--- src/rtl/count_capture_pkg.sv ---
// count_capture_pkg: shared defaults and sizing helper for the count capture block
package count_capture_pkg;

    localparam int DefaultWidth = 8;
    localparam int DefaultDepth = 4;

    // Bits needed to hold an occupancy of 0..depth inclusive
    function automatic int level_w(input int depth);
        return $clog2(depth + 1);
    endfunction

endpackage

--- src/rtl/count_capture_if.sv ---
// count_capture_if: valid/ready output stream carrying captured count values
interface count_capture_if
    import count_capture_pkg::*;
#(
    parameter int Width = DefaultWidth
);

    logic             out_valid;
    logic             out_ready;
    logic [Width-1:0] out_data;

    modport master (output out_valid, output out_data, input out_ready);
    modport slave  (input out_valid, input out_data, output out_ready);

endinterface

--- src/rtl/count_capture_sync_fifo.sv ---
// sync_fifo: power-of-two circular buffer owning pointers, occupancy and storage
module sync_fifo
    import count_capture_pkg::*;
#(
    parameter int Width = DefaultWidth,
    parameter int Depth = DefaultDepth
) (
    input  logic                        clk,
    input  logic                        reset,
    input  logic                        push,
    input  logic                        pop,
    input  logic [Width-1:0]            wr_data,
    output logic [Width-1:0]            rd_data,
    output logic [level_w(Depth)-1:0]   level,
    output logic                        full,
    output logic                        empty
);

    localparam int LW = level_w(Depth);
    localparam int AW = $clog2(Depth);

    logic [Width-1:0] mem [Depth];
    logic [AW-1:0]    wr_ptr;
    logic [AW-1:0]    rd_ptr;
    logic             do_push;
    logic             do_pop;

    assign full    = level == LW'(Depth);
    assign empty   = level == '0;
    assign do_pop  = pop & ~empty;
    // A full buffer still accepts a write when the head leaves in the same cycle
    assign do_push = push & (~full | do_pop);
    assign rd_data = mem[rd_ptr];

    // Storage is not reset; stale entries stay hidden behind the occupancy count
    always_ff @(posedge clk) begin
        if (do_push) mem[wr_ptr] <= wr_data;
    end

    // Pointers wrap naturally since Depth is a power of two
    always_ff @(posedge clk) begin
        if (reset) begin
            wr_ptr <= '0;
            rd_ptr <= '0;
            level  <= '0;
        end else begin
            if (do_push) wr_ptr <= wr_ptr + AW'(1);
            if (do_pop) rd_ptr <= rd_ptr + AW'(1);
            level <= (do_push && !do_pop) ? level + LW'(1) :
                     (!do_push && do_pop) ? level - LW'(1) : level;
        end
    end

endmodule

--- src/rtl/count_capture.sv ---
// count_capture: snapshots count on each rising edge of event_in into a FIFO
module count_capture
    import count_capture_pkg::*;
#(
    parameter int Width = DefaultWidth,
    parameter int Depth = DefaultDepth
) (
    input  logic                        clk,
    input  logic                        reset,
    input  logic [Width-1:0]            count,
    input  logic                        event_in,
    count_capture_if.master             out_if,
    output logic [level_w(Depth)-1:0]   level,
    output logic                        overflow
);

    logic             prev_event;
    logic             capture;
    logic             pop;
    logic             full;
    logic             empty;
    logic [Width-1:0] rd_data;

    assign capture = event_in & ~prev_event;
    assign pop     = out_if.out_valid & out_if.out_ready;

    // Resetting to 1 keeps an event already high through reset from capturing
    always_ff @(posedge clk) begin
        if (reset) prev_event <= 1'b1;
        else prev_event <= event_in;
    end

    // Sticky: only a capture that finds no room and no departing head is lost
    always_ff @(posedge clk) begin
        if (reset) overflow <= 1'b0;
        else if (capture && full && !pop) overflow <= 1'b1;
    end

    sync_fifo #(.Width(Width), .Depth(Depth)) u_fifo (
        .clk     (clk),
        .reset   (reset),
        .push    (capture),
        .pop     (pop),
        .wr_data (count),
        .rd_data (rd_data),
        .level   (level),
        .full    (full),
        .empty   (empty)
    );

    assign out_if.out_valid = ~empty;
    assign out_if.out_data  = out_if.out_valid ? rd_data : '0;

endmodule

--- src/flat_wrapper.sv ---
// flat-port wrapper written by rule: the top's interface ports become plain ports
module count_capture_flat import count_capture_pkg::*;
#(
    parameter int Width = DefaultWidth,
    parameter int Depth = DefaultDepth
)
  (clk, reset, count, event_in, level, overflow, out_if_out_valid, out_if_out_data, out_if_out_ready);
  count_capture_if #(.Width(Width)) out_if_i ();
  input  logic clk;
  input  logic reset;
  input  logic [Width-1:0] count;
  input  logic event_in;
  output logic [level_w(Depth)-1:0] level;
  output logic overflow;
  output wire logic [$bits(out_if_i.out_valid)-1:0] out_if_out_valid;
  output wire logic [$bits(out_if_i.out_data)-1:0] out_if_out_data;
  input wire logic [$bits(out_if_i.out_ready)-1:0] out_if_out_ready;
  assign out_if_out_valid = out_if_i.out_valid;
  assign out_if_out_data = out_if_i.out_data;
  assign out_if_i.out_ready = out_if_out_ready;
  count_capture #(.Width(Width), .Depth(Depth)) u_core (.clk(clk), .reset(reset), .count(count), .event_in(event_in), .out_if(out_if_i), .level(level), .overflow(overflow));
endmodule
--- config.mk ---
export PLATFORM = sky130hd
export DESIGN_NAME = count_capture_flat
export DESIGN_NICKNAME = d
export VERILOG_FILES = /design/src/rtl/count_capture_pkg.sv /design/src/rtl/count_capture_if.sv /design/src/rtl/count_capture_sync_fifo.sv /design/src/rtl/count_capture.sv /design/src/flat_wrapper.sv
export SDC_FILE = /design/constraint.sdc
export NUM_CORES = 1
export LEC_CHECK = 0
export CORE_ASPECT_RATIO = 0.75
export CORE_MARGIN = 5
export CORE_UTILIZATION = 53
export CTS_CLUSTER_DIAMETER = 30
export DETAILED_ROUTE_END_ITERATION = 8
export PLACE_DENSITY = 0.83
export SYNTH_ARGS = -nofsm -noshare
export SYNTH_HDL_FRONTEND = slang
export SYNTH_HIERARCHICAL = 1
export SYNTH_SLANG_ARGS = --single-unit
--- constraint.sdc ---
create_clock -name clk -period 3.3 [get_ports clk]
set_clock_uncertainty 0.1 [all_clocks]
set_input_delay 0.66 -clock clk [delete_from_list [all_inputs] [get_ports clk]]
set_output_delay 0.66 -clock clk [all_outputs]
set_load 0.05 [all_outputs]
After elaboration in Yosys (flattened, before gate mapping)
Memory sizes are Yosys's and may differ from the RTL's. A register that Yosys moved wholly into a read port is not among the register bits.
Index checks and enable logic that the tools add are counted.

operators by class
  multiply operators = 0
  $add $sub $neg = 4
  reduce and logical (&&, ||, !) cells = 9
  equal/unequal tests = 1
  div/mod/pow operators = 0
  shift operators = 0
  mux-type cells = 7
  bitwise gates (word level) = 8
  $lt $le $gt $ge = 0

operators with widths
  cell                 count
  $mux 8               1
  $mux 3               2
  $add 2x1->2 const B  2
  $and 1x1->1          4
  $logic_and 1x1->1    4
  $mux 2               2
  $add 3x1->3 const B  1
  $eq 3x3->1 const B   1
  $logic_not 1->1      3
  $logic_not 3->1      1
  $not 1->1            3
  $sub 3x1->3 const B  1
  $mux 1               2
  $reduce_bool 2->1    1
  $or 1x1->1           1

storage, ports and cells
  memories = 1
  latch bits = 0
  bits in writable memories = 32
  bits in registers = 9
  bits in read-only memories = 0
  output and inout port bits = 13
  logic and storage cells = 35

memory list
  memory             words  bits a word  rd ports  clocked after memory_dff  wr ports  RTL line                       source
  u_core.u_fifo.mem  4      8            1         1                         1         count_capture_sync_fifo.sv:22  logic [Width-1:0] mem [Depth];

Longest topological paths before layout
  depth after elaboration = 10
  depth in mapped cells = 10

By module
Netlist, hierarchy kept.

by module, submodules not included
  module         area an instance (um^2)  cells an instance  instances
  sync_fifo      1632.8                   90                 1
  count_capture  156.4                    17                 1

Worst setup path before layout
OpenSTA, ideal clock, no wires.

  path type = reg2reg
  start point = register u_core.u_fifo.level[0]
  end point = register u_core.u_fifo.level[2]
  slack = 0.324 ns
  path buffers = 0
  required time = 3.130 ns
  data arrival time = 2.805 ns
  library setup time = 0.070 ns
  stages on the path, launching flop included = 11
  period minus slack after synthesis = 2.976 ns
  path through = dfxtp_1 -> nor3_1 -> nor2b_2 -> inv_1 -> a21boi_2 -> ha_1 -> inv_1 -> fa_1 -> xor2_1 -> or3_2 -> a21oi_1

on the way
  longest elaborated chain between the ends = 9
  elaborated cells on any way between the ends = 17
  those cells by class = add/sub: 2; eq/ne: 1; mux: 2; bitwise: 6; reduce/logical: 6

ends and longest elaborated chain
  element                             RTL line                       source
  start, declared                     count_capture_sync_fifo.sv:14  output logic [level_w(Depth)-1:0] level,
  start signal, assigned              count_capture_sync_fifo.sv:49  level <= (do_push && !do_pop) ? level + LW'(1) :
  $logic_not 3->1 *                   count_capture_sync_fifo.sv:29  assign empty = level == '0;
  named net u_core.empty              count_capture.sv:21            logic empty;
  $not 1->1 *                         count_capture.sv:51            assign out_if.out_valid = ~empty;
  $and 1x1->1 *                       count_capture.sv:25            assign pop = out_if.out_valid & out_if.out_ready;
  named net u_core.pop                count_capture.sv:19            logic pop;
  $and 1x1->1 *                       count_capture_sync_fifo.sv:30  assign do_pop = pop & ~empty;
  $or 1x1->1 *                        count_capture_sync_fifo.sv:32  assign do_push = push & (~full | do_pop);
  $and 1x1->1 *                       count_capture_sync_fifo.sv:32
  named net u_core.u_fifo.do_push     count_capture_sync_fifo.sv:25  logic do_push;
  $logic_not 1->1                     count_capture_sync_fifo.sv:50  (!do_push && do_pop) ? level - LW'(1) : level;
  $logic_and 1x1->1                   count_capture_sync_fifo.sv:50
  $reduce_bool 2->1 (no source line)  n/a

The timed path passes the listed nets; every way through them passes the cells marked *. The select of a mux whose other input is x is not followed.
A chain may end at the register's enable or synchronous reset.

Worst setup path in the final report
  start point = register u_core.u_fifo.level[2]
  end point = output out_if_out_data[6]

on the way
  longest elaborated chain between the ends = 2

ends and longest elaborated chain
  element                 RTL line                       source
  $logic_not 3->1         count_capture_sync_fifo.sv:29
  named net u_core.empty  count_capture.sv:21
  $mux 8                  count_capture.sv:52            assign out_if.out_data = out_if.out_valid ? rd_data : '0;
  end, declared           flat_wrapper.sv:16             output wire logic [$bits(out_if_i.out_data)-1:0] out_if_out_data;

The timed path passes the listed nets, and every way through them passes these cells.

==> results.ini <==
[route]
drc_errors = 0
ant_nets = 0
num_vias = 949
routed_wl_um = 3070
drtIter0Drc = 40
viasPerCell = 5.30
first_pass_iters = 4
routedWlPerCell_um = 17.2

[layout]
final_area_sq_um = 2180
nFillCells = 208
area_growth_pct = 22.0
layout_commonest_cell = edfxtp_1
diodes = 0
layout_common_cells = 32 x edfxtp_1, 24 x clkdlybuf4s50_1, 11 x dfxtp_1
fin_cells = 179
finalCoreUtilization_pct = 66.9
layout-drive-gt1-share_pct = 27.3
layout.nets = 156

[timing]
tightest_slew_ns = 0.645
rsz0062_at_grt = false
period_minus_slack_ns = 3.02
fin_tns_setup_ns = 0
period_share_pct = 91.6
fmax_mhz = 331
hold_slack_ns = 0.387
hold_violations = 0
relSlewSlack_pct = 56.7
slew_viol_final = 0
setup_viol = 0

[critical_path]
crit_fanout = 10
critPathLaunchType = register
worstPathRequired_ns = 2.54
r2r_cells = 9
cp-end-kind = output port
worstPathArrival_ns = 2.26
crit_type = reg -> out

[min_path]
hp-class = reg -> reg
hold_path_depth = 2

[die]
num_rows = 18
design.portCount = 25
die_x_um = 77.1
dieArea_sq_um = 4650
initial_core_util_pct = 54.8
core_sq_um = 3270
die_h_um = 60.3

[global_route]
grt_antenna_before_repair = 0
grt_overflow = 0
grt_start_max_net_pins = 15
grt_pass1_vias = 981
grt_pass1_wl_um = 5080
grt_use_total_pct = 15.1

[power]
pwr-share-clk_pct = 24.6
intPower_uw = 889
power_frac_seq_pct = 47.3
power_density_nw_per_um2 = 594
p_sw_uw = 408
power_frac_comb_pct = 28.2
switching_share_pct = 31.4
power.leakage_uw = 0.000765
irDropWorstVdd_v = 0.000343

[place]
dpl_cell_area_sq_um = 2090
io_buffers = 24
dpl.hpwl_um = 2140
gp_congestion = 0.725
dpl.cell_count = 171

[clocking]
clock_sinks = 43
cts_buffers = 5
clk_pin_slew_ns = 0.08
ctsRootBufferMaster = clkbuf_8
cts_tree = done
clk_latency_ns = 0.29
clock_tree.buffer_depth = 2
h-tree-depth = 2
postCtsHoldBufs = 0

[run_status]
status = completed

[yosys]
syn_area_sq_um = 1790
yosys_warnings = 6
synth_cell_types = 29
syn_nets = 125
postSynthCellCount = 107
postSynthAreaPerCell_sq_um = 16.7
synth-seq-cells = 43
seq_area_frac_synth_pct = 66.0

[flow_run]
maxCapViolations = 0

-- routing by layer --
layer | up-vias | global-route usage, % | share of wire (%)
met5 | - | 0 | 0
met3 | 2 | 5.72 | 5.3
met4 | 0 | 4.41 | 0.39
met2 | 24 | 27.4 | 55
li1 | 454 | - | -
met1 | 469 | 16.9 | 39
-- cells in the mapped netlist (all sizes together) --
library cell,count,area [sq um]
a21boi,1,11.3
a21oi,1,5.00
and2,4,30.0
and2b,8,70.1
buf,2,8.75
clkbuf,1,3.75
dfxtp,11,220
edfxtp,32,961
fa,1,20.0
ha,5,62.6
inv,6,22.5
mux2,1,15.0
mux2i,2,20.0
mux4,8,180
nand2b,2,12.5
nand4bb,1,11.3
nor2,7,26.3
nor2b,2,15.0
nor3,1,5.00
nor3b,1,12.5
o21ai,1,5.00
o22ai,1,6.26
o311ai,1,8.76
o31ai,1,7.51
or2,1,6.26
or3,1,7.51
xor2,4,35.0
-- through the flow --
step / total power [uW] / setup WS (ns)
after global placement: 979 / 0.284
after global routing: 1360 / 0.122
after floorplan: 866 / 0.324
after detailed placement: 989 / 0.0194
final: 1300 / 0.279
after CTS: 1310 / 0.253
-- worst max-delay path: stages (launching register included) --
cell             delay, ns
dfxtp_1               0.39
nor3_2                0.59
and2b_2               0.29
clkdlybuf4s50_1       0.71
-- final timing paths --
kind                                  startpoint                             endpoint  slack, ns
max          u_core/u_fifo/level[2]$_SDFFE_PP0P_                   out_if_out_data[6]       0.28
min                 u_core/overflow$_SDFFE_PP0P_         u_core/overflow$_SDFFE_PP0P_       0.39
max reg2reg  u_core/u_fifo/level[2]$_SDFFE_PP0P_  u_core/u_fifo/level[2]$_SDFFE_PP0P_       0.31
min reg2reg         u_core/overflow$_SDFFE_PP0P_         u_core/overflow$_SDFFE_PP0P_       0.39
-- layout make-up --
type,count,area (sq um),area share [%]
clock buffer,5,68.8,3.15
clock inverter,3,20.0,0.917
inverter,6,22.5,1.03
multi-input combinational,55,578,26.5
sequential,43,1180,54.1
tap,40,50.0,2.29
timing repair buffer,27,263,12.0
-- timing repair --
item,4_1_cts,5_1_grt
gates resized for setup,1,0
setup endpoints to repair,9,0
setup buffers,0,0
-- power by group through the flow --
stage	logic, uW	registers, uW	clock network, uW
global placement	358	621	0
global route	386	616	356
floorplan	219	648	0
finish	365	613	319
CTS	368	613	329
detailed placement	365	624	0
-- registers in the layout, indices dropped and copies added (netlist names), named ones only --
signal                cells
u_core/overflow           1
u_core/prev_event         1
u_core/u_fifo/level       3
u_core/u_fifo/mem        32
u_core/u_fifo/rd_ptr      2
u_core/u_fifo/wr_ptr      2
-- cell families (layout without fill, tap and decap cells) --
logic type,after synthesis,count (layout),synth area share (%)
compound gates,6,6,2.45
mux,11,11,12.0
fa+ha+maj,6,6,4.62
xor+xnor,4,4,1.96
buf+inv,9,41,1.96
flops,43,43,66.0
simple gates,28,28,11.0
Note: power is estimated with default switching activity, not from simulation.
